--- config.mk ---
export PLATFORM = sky130hd
export DESIGN_NAME = fs_dither
export DESIGN_NICKNAME = d
export VERILOG_FILES = /design/src/rtl/dither_pkg.sv /design/src/rtl/fs_error_split.sv /design/src/rtl/fs_dither.sv
export SDC_FILE = /design/constraint.sdc
export NUM_CORES = 1
export LEC_CHECK = 0
export CAP_MARGIN = 5
export CORE_ASPECT_RATIO = 1.1
export CORE_MARGIN = 5
export CORE_UTILIZATION = 57
export CTS_CLUSTER_SIZE = 20
export DETAILED_ROUTE_END_ITERATION = 10
export PLACE_DENSITY = 0.81
export RECOVER_POWER = 25
export SLEW_MARGIN = 0
export SYNTH_ARGS = -nofsm -noshare
export SYNTH_HDL_FRONTEND = slang
export SYNTH_HIERARCHICAL = 1
export SYNTH_SLANG_ARGS = --single-unit
--- constraint.sdc ---
create_clock -name clk_in -period 17.83 [get_ports clk_in]
set_input_delay 5.349 -clock clk_in [delete_from_list [all_inputs] [get_ports clk_in]]
set_output_delay 5.349 -clock clk_in [all_outputs]
set_load 0.005 [all_outputs]
--- src/rtl/dither_pkg.sv ---
// Shared types, Floyd-Steinberg weights and pixel helpers for the dithering pipeline.
package dither_pkg;

    typedef enum logic [1:0] {
        IDLE   = 2'd0,
        RUN    = 2'd1,
        FLUSH1 = 2'd2,
        FLUSH2 = 2'd3
    } dither_state_t;

    localparam int PIX_W       = 8;
    localparam int ERR_W       = 9;
    localparam int HCOUNT_W    = 11;
    localparam int VCOUNT_W    = 10;

    // Error diffusion weights, in sixteenths.
    localparam int W_RIGHT       = 7;
    localparam int W_BELOW_LEFT  = 3;
    localparam int W_BELOW       = 5;
    localparam int W_BELOW_RIGHT = 1;
    localparam int SHARE_SHIFT   = 4;

    localparam int SHARE_PROD_W  = ERR_W + 4;

    // Add a signed error share to an unsigned pixel and clamp to 0..255.
    function automatic logic [PIX_W-1:0] sat_add(
        input logic [PIX_W-1:0]        pix,
        input logic signed [ERR_W-1:0] share
    );
        logic signed [ERR_W+1:0] sum;
        sum = $signed({3'b000, pix}) + $signed({{2{share[ERR_W-1]}}, share});
        if (sum < 0) begin
            return '0;
        end else if (sum > 11'sd255) begin
            return '1;
        end else begin
            return sum[PIX_W-1:0];
        end
    endfunction

endpackage

--- src/rtl/fs_error_split.sv ---
// Combinational split of a quantization error into the four weighted shares,
// each rounded toward minus infinity.
module fs_error_split
    import dither_pkg::*;
(
    input  logic signed [ERR_W-1:0] err,
    output logic signed [ERR_W-1:0] s7,
    output logic signed [ERR_W-1:0] s3,
    output logic signed [ERR_W-1:0] s5,
    output logic signed [ERR_W-1:0] s1
);

    localparam int WEIGHTS [4] = '{W_RIGHT, W_BELOW_LEFT, W_BELOW, W_BELOW_RIGHT};

    logic signed [ERR_W-1:0] share [4];

    function automatic logic signed [ERR_W-1:0] weighted_share(
        input logic signed [ERR_W-1:0] e,
        input int                      k
    );
        logic signed [SHARE_PROD_W-1:0] prod;
        logic signed [SHARE_PROD_W-1:0] shifted;
        // |e*k| never exceeds 255*7, so the widened product cannot wrap.
        prod    = $signed({{(SHARE_PROD_W-ERR_W){e[ERR_W-1]}}, e}) * $signed(SHARE_PROD_W'(k));
        shifted = prod >>> SHARE_SHIFT;
        return shifted[ERR_W-1:0];
    endfunction

    generate
        for (genvar gi = 0; gi < 4; gi++) begin : g_share
            assign share[gi] = weighted_share(err, WEIGHTS[gi]);
        end
    endgenerate

    assign s7 = share[0];
    assign s3 = share[1];
    assign s5 = share[2];
    assign s1 = share[3];

endmodule

--- src/rtl/fs_dither.sv ---
// Streaming Floyd-Steinberg ditherer: quantizes the current row to 1 bit and
// writes the error-adjusted next-row pixels back to an external line buffer.
module fs_dither
    import dither_pkg::*;
#(
    parameter int FRAME_WIDTH  = 240,
    parameter int FRAME_HEIGHT = 240,
    parameter int THRESHOLD    = 128
) (
    input  logic                clk_in,
    input  logic                rst_in,
    input  logic                in_valid,
    input  logic [HCOUNT_W-1:0] in_hcount,
    input  logic [VCOUNT_W-1:0] in_vcount,
    input  logic [PIX_W-1:0]    in_b,
    input  logic [PIX_W-1:0]    in_e,
    output logic                out_valid,
    output logic                out_bit,
    output logic [HCOUNT_W-1:0] out_hcount,
    output logic [VCOUNT_W-1:0] out_vcount,
    output logic                wb_valid,
    output logic [PIX_W-1:0]    wb_pixel,
    output logic [HCOUNT_W-1:0] wb_hcount,
    output logic                err_overrun
);

    localparam logic [HCOUNT_W-1:0] LAST_COL = HCOUNT_W'(FRAME_WIDTH - 1);
    localparam logic [HCOUNT_W-1:0] PREV_COL = HCOUNT_W'(FRAME_WIDTH - 2);
    localparam logic [VCOUNT_W-1:0] LAST_ROW = VCOUNT_W'(FRAME_HEIGHT - 1);

    dither_state_t       state_q, state_d;
    logic [PIX_W-1:0]    a_q, a_d;
    logic [PIX_W-1:0]    dl_q, dl_d;
    logic [PIX_W-1:0]    dm_q, dm_d;
    logic [VCOUNT_W-1:0] row_q, row_d;

    logic                out_valid_q, out_valid_d;
    logic                out_bit_q, out_bit_d;
    logic [HCOUNT_W-1:0] out_hcount_q, out_hcount_d;
    logic [VCOUNT_W-1:0] out_vcount_q, out_vcount_d;
    logic                wb_valid_q, wb_valid_d;
    logic [PIX_W-1:0]    wb_pixel_q, wb_pixel_d;
    logic [HCOUNT_W-1:0] wb_hcount_q, wb_hcount_d;
    logic                err_overrun_q, err_overrun_d;

    logic                    q_bit;
    logic signed [ERR_W-1:0] q_err;
    logic signed [ERR_W-1:0] s7, s3, s5, s1;

    // A is always the pixel being quantized, whether in RUN or FLUSH1.
    assign q_bit = int'(a_q) >= THRESHOLD;
    assign q_err = $signed({1'b0, a_q}) - (q_bit ? 9'sd255 : 9'sd0);

    fs_error_split u_split (
        .err (q_err),
        .s7  (s7),
        .s3  (s3),
        .s5  (s5),
        .s1  (s1)
    );

    always_comb begin
        state_d       = state_q;
        a_d           = a_q;
        dl_d          = dl_q;
        dm_d          = dm_q;
        row_d         = row_q;
        out_valid_d   = 1'b0;
        out_bit_d     = out_bit_q;
        out_hcount_d  = out_hcount_q;
        out_vcount_d  = out_vcount_q;
        wb_valid_d    = 1'b0;
        wb_pixel_d    = wb_pixel_q;
        wb_hcount_d   = wb_hcount_q;
        err_overrun_d = err_overrun_q;

        case (state_q)
            FLUSH1: begin
                // Last column: right and below-right neighbours fall off the row.
                out_valid_d  = 1'b1;
                out_bit_d    = q_bit;
                out_hcount_d = LAST_COL;
                out_vcount_d = row_q;
                wb_valid_d   = (row_q != LAST_ROW);
                if (wb_valid_d) begin
                    wb_pixel_d  = sat_add(dl_q, s3);
                    wb_hcount_d = PREV_COL;
                end
                dm_d    = sat_add(dm_q, s5);
                state_d = FLUSH2;
                if (in_valid) begin
                    err_overrun_d = 1'b1;
                end
            end

            FLUSH2: begin
                wb_valid_d = (row_q != LAST_ROW);
                if (wb_valid_d) begin
                    wb_pixel_d  = dm_q;
                    wb_hcount_d = LAST_COL;
                end
                state_d = IDLE;
                if (in_valid) begin
                    err_overrun_d = 1'b1;
                end
            end

            default: begin
                if (in_valid && (in_hcount == '0)) begin
                    // Row start; any partially processed row is dropped here.
                    a_d     = in_b;
                    dm_d    = in_e;
                    dl_d    = '0;
                    row_d   = in_vcount;
                    state_d = RUN;
                end else if (in_valid && (state_q == RUN)) begin
                    out_valid_d  = 1'b1;
                    out_bit_d    = q_bit;
                    out_hcount_d = in_hcount - 11'd1;
                    out_vcount_d = in_vcount;
                    wb_valid_d   = (in_hcount != 11'd1) && (in_vcount != LAST_ROW);
                    if (wb_valid_d) begin
                        wb_pixel_d  = sat_add(dl_q, s3);
                        wb_hcount_d = in_hcount - 11'd2;
                    end
                    a_d   = sat_add(in_b, s7);
                    dl_d  = sat_add(dm_q, s5);
                    dm_d  = sat_add(in_e, s1);
                    row_d = in_vcount;
                    if (in_hcount == LAST_COL) begin
                        state_d = FLUSH1;
                    end
                end
            end
        endcase
    end

    always_ff @(posedge clk_in or posedge rst_in) begin
        if (rst_in) begin
            state_q       <= IDLE;
            a_q           <= '0;
            dl_q          <= '0;
            dm_q          <= '0;
            row_q         <= '0;
            out_valid_q   <= 1'b0;
            out_bit_q     <= 1'b0;
            out_hcount_q  <= '0;
            out_vcount_q  <= '0;
            wb_valid_q    <= 1'b0;
            wb_pixel_q    <= '0;
            wb_hcount_q   <= '0;
            err_overrun_q <= 1'b0;
        end else begin
            state_q       <= state_d;
            a_q           <= a_d;
            dl_q          <= dl_d;
            dm_q          <= dm_d;
            row_q         <= row_d;
            out_valid_q   <= out_valid_d;
            out_bit_q     <= out_bit_d;
            out_hcount_q  <= out_hcount_d;
            out_vcount_q  <= out_vcount_d;
            wb_valid_q    <= wb_valid_d;
            wb_pixel_q    <= wb_pixel_d;
            wb_hcount_q   <= wb_hcount_d;
            err_overrun_q <= err_overrun_d;
        end
    end

    assign out_valid   = out_valid_q;
    assign out_bit     = out_bit_q;
    assign out_hcount  = out_hcount_q;
    assign out_vcount  = out_vcount_q;
    assign wb_valid    = wb_valid_q;
    assign wb_pixel    = wb_pixel_q;
    assign wb_hcount   = wb_hcount_q;
    assign err_overrun = err_overrun_q;

endmodule

==> metrics.cfg <==
[detailed_routing]
wirelength_um=18470
wl_per_cell_um=16.93
viasPerCell=5.984
drcViolationCount=0
drtIter0Drc=422
ant_nets=0
dr.pass1.iters=5
dr_total_vias=6528

[cts]
root_buffer=clkbuf_16
insertion_delay_ps=340
cts_hold_buf=0
cts_setup_buffers=0
cts.sinks=80
cts_resized=0
cts-buffers-inserted=9
cts_tree=yes
cts.path.max_buffers=2
clk_pin_slew_ps=70
htreeDepth=3

[hold_path]
min_path_cells=1
min_path_type=reg2reg
hold_end=err_overrun
hp-start=err_overrun

[status]
status=complete, but fails checks
violations=capacitance limit, slew limit

[logic_synthesis]
synthMuxAreaShare=0.009921
synth_edf_count=0
ys_seq_area_frac=0.2737
ys_ff_latch=80
ys.warnings.count=6
syn_avg_cell_area_um2=8.437
synth_cell_type_count=77
netlist_area_um2=7315
yosys.area_share.simple=0.1977
synthAdderAreaFrac=0.1721
synthArstFlopShare=1.000
synthXorXnorAreaFrac=0.07065
ys.flop_type=dfrtp_1
synth_nets=1001
synth_top_family_by_area=compound AO/OA/AOI/OAI gates
synth-compound-area-share=0.2191
synthesis.instances=867

[place]
dp_worst_setup_slack_ps=9467
hpwl_um=14420
gp_congestion=0.8764
portBuffers=83
place_area_um2=8168

[timing]
slew_viol_final=81
timing.setup.tns_ps=0
finalCriticalPeriod_ps=9599
setup_viol=0
grt_setup_unrepaired=no
final_hold_viol_count=0
max_clock_freq_mhz=104.2
fin_skew_ps=8.908
post-route-period-util=0.5383
tightest_slew_ps=4321
max_slew_margin=-1.881
setup_ws_ps=8231

[critical_path]
r2r-start=a_q[7]
path_max_fanout=80
cp-start-kind=input port
cp-end-kind=async pin
arrival_ps=9030
reg2regPathDepth=28
timing.reg2reg.setup_slack_ps=11110
rr_endpoint=a_q[0]
worstPathRequired_ps=17260
slowest_delay_ps=3010
path_class=in2async
critical_path.cell_chain=dlygate4sd3_1, clkinvlp_2, clkbuf_1
cp_slowest_cell=clkbuf_1

[grt]
grt.overflow.total=0
track_usage=0.2424
busiest_layer=met2
grt_pass1_vias=6475
grtUsageMet1=0.2856
antenna_found_initial=0
grt_max_degree=81
grt_pass1_wl_um=30910
met2_usage=0.4481
gr-usage-met3=0.03341

[finish]
area_growth_syn_to_layout_pct=15.50
diodes=0
fillers=1072
finalNetCount=1063
regArea_um2=2002
multi_input_comb_area_um2=4897
fin_area_um2=8448
drive_above_1_share=0.05567

[floorplanning]
initial_utilization=0.5810
dieHeight_um=128.8
dieWidth_um=118.0
core.rowCount=43
io_pins=84
dieArea_um2=15200
core_um2=12590

[flow_run]
maxCapViolations=1

-- cell usage in the layout, fill, tap and decap left out, drive strengths merged, types with 3 or more instances in the layout --
cell           netlist  layout
buf                 27       6
a221oi               4       4
o22ai                5       5
a211oi               6       6
a21o                13      13
clkdlybuf4s50        0      81
clkinvlp             0       3
a21oi               56      56
nand3               17      17
nor2b               12      12
nand2b              16      16
nor4                 7       7
nand4                5       5
a2111oi              3       3
nor3                16      16
o21ai               53      53
o311ai               3       3
and3                10      10
clkbuf              12      12
xnor2               37      37
and2                 7       7
a31oi               22      22
dfrtp               80      80
inv                 50      50
o211ai              20      20
o221ai               3       3
nand2              111     111
fa                  11      11
nand4b               3       3
nor2                86      86
ha                  83      83
or3                  5       5
o21bai               7       7
xor2                22      22
o21a                15      15
mux2                 4       4
-- cells in the mapped netlist (6+ instances only) --
cell type | instances | area (µm²)
nand2_1 | 111 | 416.7
a21o_1 | 12 | 90.09
a31oi_1 | 16 | 100.1
nor2_1 | 85 | 319.1
nor2b_1 | 12 | 75.07
inv_1 | 50 | 187.7
nand2b_1 | 15 | 93.84
nand3_1 | 17 | 85.08
and3_1 | 9 | 56.30
ha_1 | 83 | 1039
clkbuf_1 | 12 | 45.04
a21oi_1 | 52 | 260.3
dfrtp_1 | 80 | 2002
buf_4 | 12 | 90.09
fa_1 | 11 | 220.2
a211oi_1 | 6 | 45.04
buf_2 | 11 | 55.05
o21bai_1 | 7 | 52.55
xnor2_1 | 37 | 324.1
a31oi_2 | 6 | 75.07
nor4_1 | 6 | 37.54
o21ai_0 | 50 | 250.2
and2_1 | 6 | 37.54
o211ai_1 | 20 | 150.1
xor2_1 | 22 | 192.7
o21a_1 | 14 | 105.1
nor3_1 | 14 | 70.07
-- logic make-up (layout without fill, tap and decap cells) --
kind of cell	after synthesis	in the layout
AND/OR/NAND/NOR	306	306
AO/OA/AOI/OAI	233	233
adder cells (fa/ha/maj)	94	94
buffers and inverters	89	156
flip-flops	80	80
XOR/XNOR	59	59
multiplexers	6	6
-- worst max-delay path, delay by kind of cell --
kind	cells	cell delay (ps)
buffers and inverters	3	3610
-- how the worst max path moves through the flow --
stage | startpoint | to
final | rst_in | dl_q[5]
after global routing | rst_in | dl_q[5]
after CTS | in_hcount[0] | wb_hcount[9]
after detailed placement | in_hcount[0] | wb_hcount[9]
after global placement | in_hcount[0] | wb_hcount[8]
after floorplan | rst_in | a_q[0]
-- through the flow --
stage,instances,util,hold slack [ps]
3_3_place_gp,1075,0.6488,443.4
3_5_place_dp,1075,0.6488,447.6
4_1_cts,1091,0.6713,462.8
5_1_grt,1091,0.6710,498.7
6_report,1091,0.6710,462.7
2_1_floorplan,867,-,451.0
-- sequential cells by signal, indices dropped and copies added, names as in the netlist, 2 cells and up --
signal,cells
state_q,2
out_hcount,11
row_q,10
dl_q,8
out_vcount,10
a_q,8
dm_q,8
wb_hcount,11
wb_pixel,8
-- cell type report --
class | count | share of cell area
Clock buffer | 11 | 0.02873
Inverter | 50 | 0.02236
Clock inverter | 5 | 0.004887
Timing Repair Buffer | 90 | 0.1041
Sequential cell | 80 | 0.2370
Multi-Input combinational cell | 698 | 0.5797
Tap cell | 157 | 0.02325
-- metal layers --
metal  part of all wire  vias up
li1                   -     3207
met1               0.41     3117
met2               0.51      165
met3              0.045       39
met4              0.029        0
met5                  0        -
Power is not shown: default switching activity piles up to over one toggle a cycle in this logic, so the estimate is an artifact.
